[config.mk]
export PLATFORM = sky130hd
export DESIGN_NAME = load_store_unit
export DESIGN_NICKNAME = d
export VERILOG_FILES = /design/src/rtl/load_store_unit.sv
export SDC_FILE = /design/constraint.sdc
export NUM_CORES = 1
export LEC_CHECK = 0
export ABC_AREA = 1
export BUFFER_PORTS_ARGS = -buffer_cell sky130_fd_sc_hd__buf_2
export CORE_ASPECT_RATIO = 1.5
export CORE_MARGIN = 1
export CORE_UTILIZATION = 55
export CTS_BUF_LIST = sky130_fd_sc_hd__clkbuf_2
export DETAILED_ROUTE_END_ITERATION = 10
export PLACE_DENSITY = 0.89
export SLEW_MARGIN = 5
export SYNTH_ARGS = -nofsm -noshare
export SYNTH_HDL_FRONTEND = slang
export SYNTH_SLANG_ARGS = --single-unit
[constraint.sdc]
create_clock -name clk -period 2.8 [get_ports clk]
set_clock_uncertainty 0.1 [all_clocks]
set_input_delay 0.28 -clock clk [delete_from_list [all_inputs] [get_ports clk]]
set_output_delay 0.28 -clock clk [all_outputs]
set_load 0.005 [all_outputs]
[src/rtl/load_store_unit.sv]
// Load/store unit: bridges byte/half/word core requests onto a word-only RAM,
// using read-modify-write for sub-word stores and rejecting bad requests.
module load_store_unit #(
    parameter int unsigned LEN = 4096
) (
    input  logic        clk,
    input  logic        resetN,
    input  logic        reqValid,
    output logic        reqReady,
    input  logic        reqWrite,
    input  logic [1:0]  reqSize,
    input  logic        reqUnsigned,
    input  logic [31:0] reqAddress,
    input  logic [31:0] reqData,
    output logic        respValid,
    output logic [31:0] respData,
    output logic        respError,
    output logic        memEnable,
    output logic        memWriteEnable,
    output logic [31:0] memAddress,
    output logic [31:0] memWriteData,
    input  logic [31:0] memReadData
);

    localparam logic [1:0] IDLE  = 2'd0;
    localparam logic [1:0] READ  = 2'd1;
    localparam logic [1:0] MERGE = 2'd2;
    localparam logic [1:0] WRITE = 2'd3;

    localparam logic [1:0] SZ_BYTE = 2'b00;
    localparam logic [1:0] SZ_HALF = 2'b01;
    localparam logic [1:0] SZ_WORD = 2'b10;

    localparam logic [32:0] ADDR_LIMIT = 33'(LEN) * 33'd4;

    logic [1:0]  state, state_d;
    logic [31:0] addr_q;
    logic [1:0]  size_q;
    logic        uns_q;
    logic        write_q;
    logic [31:0] data_q;

    logic        req_err_c;
    logic [4:0]  sh_c;
    logic [31:0] shifted_c;
    logic [31:0] load_val_c;
    logic [31:0] lane_mask_c;
    logic [31:0] merged_c;
    logic        resp_valid_d;
    logic        resp_error_d;
    logic [31:0] resp_data_d;

    assign reqReady = (state == IDLE);

    // Request legality: bad size, misalignment, or beyond the end of RAM
    always_comb begin
        req_err_c = ({1'b0, reqAddress} >= ADDR_LIMIT);
        case (reqSize)
            SZ_HALF: req_err_c = req_err_c | reqAddress[0];
            SZ_WORD: req_err_c = req_err_c | (|reqAddress[1:0]);
            SZ_BYTE: req_err_c = req_err_c;
            default: req_err_c = 1'b1;
        endcase
    end

    // Lane extraction for loads and lane replacement for sub-word stores
    assign sh_c      = {addr_q[1:0], 3'b000};
    assign shifted_c = memReadData >> sh_c;

    always_comb begin
        load_val_c  = shifted_c;
        lane_mask_c = 32'h0000_00FF;
        case (size_q)
            SZ_BYTE: load_val_c = uns_q ? {24'h0, shifted_c[7:0]}
                                        : {{24{shifted_c[7]}}, shifted_c[7:0]};
            SZ_HALF: begin
                load_val_c  = uns_q ? {16'h0, shifted_c[15:0]}
                                    : {{16{shifted_c[15]}}, shifted_c[15:0]};
                lane_mask_c = 32'h0000_FFFF;
            end
            default: load_val_c = shifted_c;
        endcase
        merged_c = (memReadData & ~(lane_mask_c << sh_c)) | ((data_q & lane_mask_c) << sh_c);
    end

    always_ff @(posedge clk or negedge resetN) begin
        if (!resetN) state <= IDLE;
        else         state <= state_d;
    end

    always_comb begin
        state_d      = state;
        resp_valid_d = 1'b0;
        resp_error_d = 1'b0;
        resp_data_d  = 32'h0;
        case (state)
            IDLE: begin
                if (reqValid) begin
                    if (req_err_c) begin
                        resp_valid_d = 1'b1;
                        resp_error_d = 1'b1;
                    end else if (reqWrite && (reqSize == SZ_WORD)) begin
                        state_d = WRITE;
                    end else begin
                        state_d = READ;
                    end
                end
            end
            READ:  state_d = MERGE;
            MERGE: begin
                if (write_q) begin
                    state_d = WRITE;
                end else begin
                    state_d      = IDLE;
                    resp_valid_d = 1'b1;
                    resp_data_d  = load_val_c;
                end
            end
            WRITE: begin
                state_d      = IDLE;
                resp_valid_d = 1'b1;
            end
            default: state_d = IDLE;
        endcase
    end

    // Request latch; data_q later holds the merged word for sub-word stores
    always_ff @(posedge clk or negedge resetN) begin
        if (!resetN) begin
            addr_q  <= 32'h0;
            size_q  <= 2'b00;
            uns_q   <= 1'b0;
            write_q <= 1'b0;
            data_q  <= 32'h0;
        end else if (reqValid && reqReady) begin
            addr_q  <= reqAddress;
            size_q  <= reqSize;
            uns_q   <= reqUnsigned;
            write_q <= reqWrite;
            data_q  <= reqData;
        end else if ((state == MERGE) && write_q) begin
            data_q  <= merged_c;
        end
    end

    always_ff @(posedge clk or negedge resetN) begin
        if (!resetN) begin
            respValid <= 1'b0;
            respError <= 1'b0;
            respData  <= 32'h0;
        end else begin
            respValid <= resp_valid_d;
            respError <= resp_error_d;
            respData  <= resp_data_d;
        end
    end

    assign memEnable      = (state != IDLE);
    assign memWriteEnable = (state == WRITE);
    assign memAddress     = {addr_q[31:2], 2'b00};
    assign memWriteData   = data_q;

endmodule

==> impl_results.md, run 1 <==
- Status: completed
- Area occupied by multi-input gates: 2123 um^2
- Final Critical Period: 2.711 ns
- TritonCTS clock tree: built
- Share of flip-flops with an asynchronous set or reset: 100.0%
- Power density over the cells: 608.0 nW/um^2
- Most common cell in the netlist: nand2_1
- Hold Path Class: in2reg
- Critical path's slowest cell: dlygate4sd3_1
- Post-synthesis cell area: 5319 um^2
- WL met2: 8.991 mm
- Total CTS buffers: 9
- CORE AREA: 9308 um^2
- # rows: 43
- Placement-stage worst setup slack: 0.6720 ns
- Proportion of layout cells with a drive suffix above 1: 26.90%
- Maxcap violations: 0
- Placed cell count: 937
- Die Height: 122.4 um
- Post-layout worst setup margin: 0.08861 ns
- Main combinational cell family by area after synthesis: simple AND/OR/NAND/NOR gates
- Vias in the first global route: 5,944
- WL/cell: 17.61 um
- Clock Pin Slew Worst Setup and Hold Paths: 0.27 ns
- Mapped Cells: 677
- Crit Path Class: reg2reg
- Synth Register Bits: 104
- Largest area contributor in the netlist: dfrtp_1
- Hpwl dp: 11.38 mm
- Uppermost layer routed: met4
- Average size of a mapped cell: 7.857 um^2
- Critical Path Start Type: register
- Post-synthesis adder-cell area fraction: 0.7057%
- P_leak: 3.983 nW
- Crit-path max FO: 30
- Worst relative slew slack: 58.95%
- H-tree Lvls: 3
- Critical Path RT: 3.20 ns
- Clock root buffer: clkbuf_2
- Global-route wire length before repair: 29.19 mm
- Largest net degree at the start of global routing: 65
- Post-Layout Cell Count: 1,061
- Die X: 82.30 um
- Compound-cell area share of the yosys netlist: 18.16%
- Max Clock Freq: 368.8 MHz
- Placer Congestion: 0.9394
- Total internal power: 2.827 mW
- Clk_lat worst skew: 0.58 ns
- Clock share of power: 20.0%
- Post-synth cell types: 29
- Unrepaired setup endpoints after global routing: false
- Fin Setup TNS: 0 ns
- Period utilisation layout: 96.84%
- GRT Overall Usage: 39.12%
- Port bufs: 201
- Xor and xnor area share after synthesis: 0%
- Vias post-DR: 6,058
- Slew Limit Fails: 0
- Pre-antenna DRT Iters: 6
- Die Area: 10,080 um^2
- CP arrival: 3.11 ns
- Final nets: 1,049
- Mux cell area share after synthesis: 0%
- Vias/cell: 5.710
- M1 wire length: 6.632 mm
- Warnings from Yosys: 0
- Sequential power share: 43.6%
- Filler Cell Count: 590
- Top-area cell type share of the netlist area: 48.93%
- ANT nets after route: 0
- IO Count: 204
- Worst ir drop on vdd: 0.4987 mV
- Grt ovf: 0
- Area Overhead vs Synth: 39.21%
- Top cells by area, synth: dfrtp_1 49%, nand2_1 14%, o21ai_0 7.3%, buf_4 4.5%, a21oi_1 4.1%
- Synth Area in Simple Gates: 20.80%
- CP Capture Type: register
- Post-synth EDFFs: 0
- Synth Flop Type: dfrtp_1
- Synth top cells by count: 195 x nand2_1, 104 x dfrtp_1, 78 x o21ai_0
- # DRC: 0
- Storage cell area: 2605 um^2
- Sw frac: 37.21%
- Post-synthesis sequential area ratio: 48.93%
- Met3 WL: 1.761 mm
- Power share of the combinational group: 36.4%
- Critical path cell sequence: nor2_2, nand2_2, buf_4, clkinv_2, o21ai_2, a32oi_1, dlygate4sd3_1
- Final setup vio count: 0
- Iter 0 DRT Violations: 743
- Worst Tran Pin Value: 0.6158 ns
- CTS sink count: 104
- Total routed wirelength: 18.69 mm
- Net Sw Power: 1.675 mW
- Slowest cell delay on critical path: 0.59 ns
- Worst-case clock buffer depth: 2
- Antenna violations before repair: 1
- Final Hold Fails: 0
- Initial Utilization: 57.14%
cells in the final DEF (no fill, tap or decap), types with 3 or more instances in the layout:
master	n
a32oi_1	8
nand2_2	6
nor2_2	4
dlygate4sd3_1	105
buf_4	15
nand2_1	195
buf_2	200
o21bai_1	7
o21ai_0	78
o211ai_1	5
clkbuf_2	11
o22ai_1	4
ha_1	3
bufinv_16	3
nor2_1	50
inv_1	48
inv_2	5
a22oi_1	12
dfrtp_1	102
a21oi_1	44
o21ai_1	4
nand3_1	21
final cells by class:
class / instances / area share [%]
well taps: 112 / 1.893
repair buffers: 320 / 29.23
clock inverters: 5 / 1.419
inverters: 55 / 2.822
flip-flops and latches: 104 / 35.18
multi-input cells: 453 / 28.68
diodes: 1 / 0.03380
clock buffers: 11 / 0.7435
through the flow:
stage          instance area (um^2)  util (%)  power [mW]  hold WS, ns
3_3_place_gp                   6167     66.26       3.306       0.1870
6_report                       7405     79.55       4.502      0.02805
4_1_cts                        7378     79.27       4.384    0.0006044
3_5_place_dp                   6167     66.26       3.340       0.1918
2_1_floorplan                  5323         -       2.835      -0.1156
5_1_grt                        7405     79.55       4.740     0.003031
logic make-up (layout without fill, tap and decap cells):
logic type               Yosys count  in the layout
AO/OA/AOI/OAI                    169            169
flip-flops                       104            104
other                              1              3
buffers and inverters            121            391
AND/OR/NAND/NOR                  279            279
adder cells (fa/ha/maj)            3              3
critical path, delay by kind of cell (launching register included):
family / cells / cell delay [ns]
buffers and inverters: 3 / 1.27
AND/OR/NAND/NOR: 2 / 0.16
AO/OA/AOI/OAI: 2 / 0.60
flip-flops: 1 / 0.48
registers in the layout, indices dropped and copies added, names as in the netlist:
name,flops
state,2
respError,1
size_q,2
write_q,1
memWriteData,32
uns_q,1
addr_q,32
respData,32
respValid,1
power groups by stage:
stage | Clock [mW] | Sequential [mW] | Combinational, mW
global placement | 0 | 1.97 | 1.33
finish | 0.899 | 1.96 | 1.64
CTS | 0.898 | 1.95 | 1.54
detailed placement | 0 | 1.97 | 1.37
global route | 0.957 | 1.99 | 1.79
floorplan | 0 | 1.95 | 0.888
worst paths after layout:
path / from / end / slack [ns] / cells after the start
min reg2reg: addr_q[9] / addr_q[9] / 0.42 / 2
max in group asynchronous: resetN / memWriteData[2] / 1.73 / 3
max: state[0] / memWriteData[0] / 0.09 / 7
min: memReadData[20] / memWriteData[20] / 0.03 / 5
min in group asynchronous: resetN / memWriteData[25] / 0.09 / 2
max reg2reg: state[0] / memWriteData[0] / 0.09 / 7
layer usage:
metal	up-vias	GRT usage [%]
li1	2698	-
met1	2754	47.03
met2	483	62.60
met3	123	8.104
met4	0	24.89
met5	-	0
repair_timing:
action	4_1_cts	5_1_grt
hold buffers	105	0
setup buffers	0	2
resized for setup	0	5
hold endpoints to repair	150	0
endpoints found under the setup margin	0	6
(Power assumes the default switching activity.)
==> inputs of run 2 (changes only) <==
--- a/config.mk
+++ b/config.mk
@@ -13,6 +13,7 @@
 export CTS_BUF_LIST = sky130_fd_sc_hd__clkbuf_2
 export DETAILED_ROUTE_END_ITERATION = 10
 export PLACE_DENSITY = 0.89
+export SETUP_SLACK_MARGIN = 0.2
 export SLEW_MARGIN = 5
 export SYNTH_ARGS = -nofsm -noshare
 export SYNTH_HDL_FRONTEND = slang
==> run 2 against run 1 <==
Compared with the run above: critical path depth did not move; register-to-register slack improved by 0.24 ns; critical endpoint is now memWriteData[19]; core utilization fell by 0.19 points; die area did not move; global-route usage rose by 1.3 points; first-iteration DRC count fell by 15%.
==> impl_results.md, run 2 (synthesis results as in run 1) <==
- Critical Path RT: 3.26 ns (+0.06 ns)
- CORE AREA: 9308 um^2 (unchanged)
- Pre-antenna DRT Iters: 6 (unchanged)
- Clock share of power: 20.5% (+0.5 points)
- Die X: 82.30 um (unchanged)
- # rows: 43 (unchanged)
- Grt ovf: 0 (unchanged)
- Post-Layout Cell Count: 1,058 (-0.28%)
- CTS sink count: 104 (unchanged)
- Area Overhead vs Synth: 38.88%
- Most frequent cells in the layout: 200 x buf_2, 195 x nand2_1, 104 x dlygate4sd3_1, 103 x dfrtp_1, 78 x o21ai_0
- # DRC: 0 (unchanged)
- Crit Reg-Reg Endpoint: memWriteData[19]
- Die Area: 10,080 um^2 (unchanged)
- Global-route wire length before repair: 30.29 mm (+3.8%)
- Unrepaired setup endpoints after global routing: false
- Port bufs: 201 (unchanged)
- Critical Path Start Type: register
- CP Capture Type: register
- Power share of the combinational group: 35.8% (-0.6 points)
- GRT Overall Usage: 40.41% (+1.3 points)
- ANT nets after route: 0 (unchanged)
- Hold Crit Start: memReadData[1]
- Status: completed
- Final nets: 1,046 (-0.29%)
- Sw frac: 37.85% (+0.64 points)
- Clock Pin Slew Worst Setup and Hold Paths: 0.29 ns (+0.02 ns)
- Placed cell count: 937 (unchanged)
- Hold Path Class: in2reg
- Crit Path Class: reg2reg
- Fin util: 79.37% (-0.19 points)
- Iter 0 DRT Violations: 635 (-15%)
- Setup Buffers After CTS: 0 (unchanged)
- Largest net degree at the start of global routing: 65 (unchanged)
- Power density over the cells: 610.1 nW/um^2 (+0.34%)
- Clk_lat worst skew: 0.64 ns (+0.06 ns)
- Placer Congestion: 0.9394 (unchanged)
- Period utilisation layout: 88.21% (-8.6 points)
- Initial Utilization: 57.14% (unchanged)
- WHS Path Cells: 3 (-2)
- Worst relative slew slack: 55.05% (-3.9 points)
- Worst Tran Pin Value: 0.6697 ns (+0.05393 ns)
- Max Clock Freq: 404.9 MHz (+9.8%)
- Sequential power share: 43.7% (about the same)
- Crit-path max FO: 19 (-37%)
- R2r startpoint: state[0]
- Flop-to-flop setup slack: 0.33 ns (+0.24 ns)
- TritonCTS clock tree: built
- Reg2Reg Depth: 7 (unchanged)
- Final setup vio count: 0 (unchanged)
- Slew Limit Fails: 0 (unchanged)
- Setup crit start: state[0]
- Clock root buffer: clkbuf_2
- IO Count: 204 (unchanged)
- Maxcap violations: 0 (unchanged)
- Hold EP: memWriteData[1]
- P_leak: 3.966 nW (-0.44%)
- Total CTS buffers: 9 (unchanged)
- Proportion of layout cells with a drive suffix above 1: 26.56% (-0.34 points)
- Vias post-DR: 6,121 (+1.0%)
- Commonest non-fill, non-tap cell in the layout: buf_2
- Vias in the first global route: 6,126 (+3.1%)
- Total internal power: 2.801 mW (-0.92%)
- Final Hold Fails: 0 (unchanged)
- Net Sw Power: 1.706 mW (+1.8%)
- Total routed wirelength: 19.00 mm (+1.7%)
- H-tree Lvls: 3 (unchanged)
- Die Height: 122.4 um (unchanged)
- Antenna violations before repair: 1 (unchanged)
- CP arrival: 2.93 ns (-0.18 ns)
- Vias/cell: 5.785 (+1.3%)
- Final Critical Period: 2.470 ns (-0.2415 ns)
- WL/cell: 17.95 um (+1.9%)
- Worst ir drop on vdd: 0.6348 mV (+27%)
- Power, Total: 4.507 mW (about the same)
- Fin Setup TNS: 0 ns (unchanged)
- Worst-case clock buffer depth: 2 (unchanged)
- Hpwl dp: 11.38 mm (unchanged)
==> run 2: worst max-delay path by stage <==
stage / endpoint / depth (start not counted)
finish: memWriteData[19] / 7
global route: memWriteData[18] / 8
CTS: memWriteData[23] / 7
detailed placement: memWriteData[21] / 8
global placement: memWriteData[21] / 8
floorplan: memWriteData[10] / 7
==> run 2: final cells by class <==
type | instances | area (um^2)
clock inverters | 5 | 105.1
clock buffers | 11 | 55.05
flip-flops and latches | 104 | 2604
fillers | 595 | 1921
well taps | 112 | 140.1
inverters | 55 | 206.4
multi-input cells | 453 | 2135
diodes | 1 | 2.502
repair buffers | 317 | 2140
==> run 2: power groups by stage <==
stage          Sequential, mW  Clock (mW)  Combinational [mW]
6_report                 1.97       0.924                1.61
2_1_floorplan            1.95           0               0.888
5_1_grt                  1.99       0.969                1.77
3_5_place_dp             1.97           0                1.37
4_1_cts                  1.95       0.898                1.52
3_3_place_gp             1.97           0                1.33
==> run 2: per-stage QoR <==
step | setup WS (ns) | hold slack, ns | cell area [um^2]
after floorplan | 1.227 | -0.1156 | 5323
after global placement | 0.7116 | 0.1870 | 6167
after detailed placement | 0.6720 | 0.1918 | 6167
after CTS | 0.2516 | 0.002352 | 7368
after global routing | 0.2443 | 0.02053 | 7387
final | 0.3301 | 0.02141 | 7387
==> run 2: routing by layer <==
metal | vias to the layer above | wire length (um) | share of wire, % | track usage (%)
met5 | - | 0 | 0 | 0
met4 | 0 | 1534 | 8.1 | 28.07
met3 | 165 | 1932 | 10 | 9.591
met2 | 531 | 8893 | 47 | 63.22
met1 | 2732 | 6635 | 35 | 48.10
li1 | 2693 | - | - | -
==> run 2: repair_timing <==
action                                 in CTS  in global routing
endpoints found under the hold margin     150                  0
setup endpoints to repair                   0                  4
resized for setup                           0                  4
hold buffers                              104                  0
==> run 2: worst max-delay path, cell delays in order (launching register included) <==
cell and delay (ns):
dfrtp_1 0.49, nor2_1 0.16, nand2_1 0.32, nand2_4 0.31
buf_4 0.24, o22ai_1 0.08, a21oi_1 0.14, dlygate4sd3_1 0.58
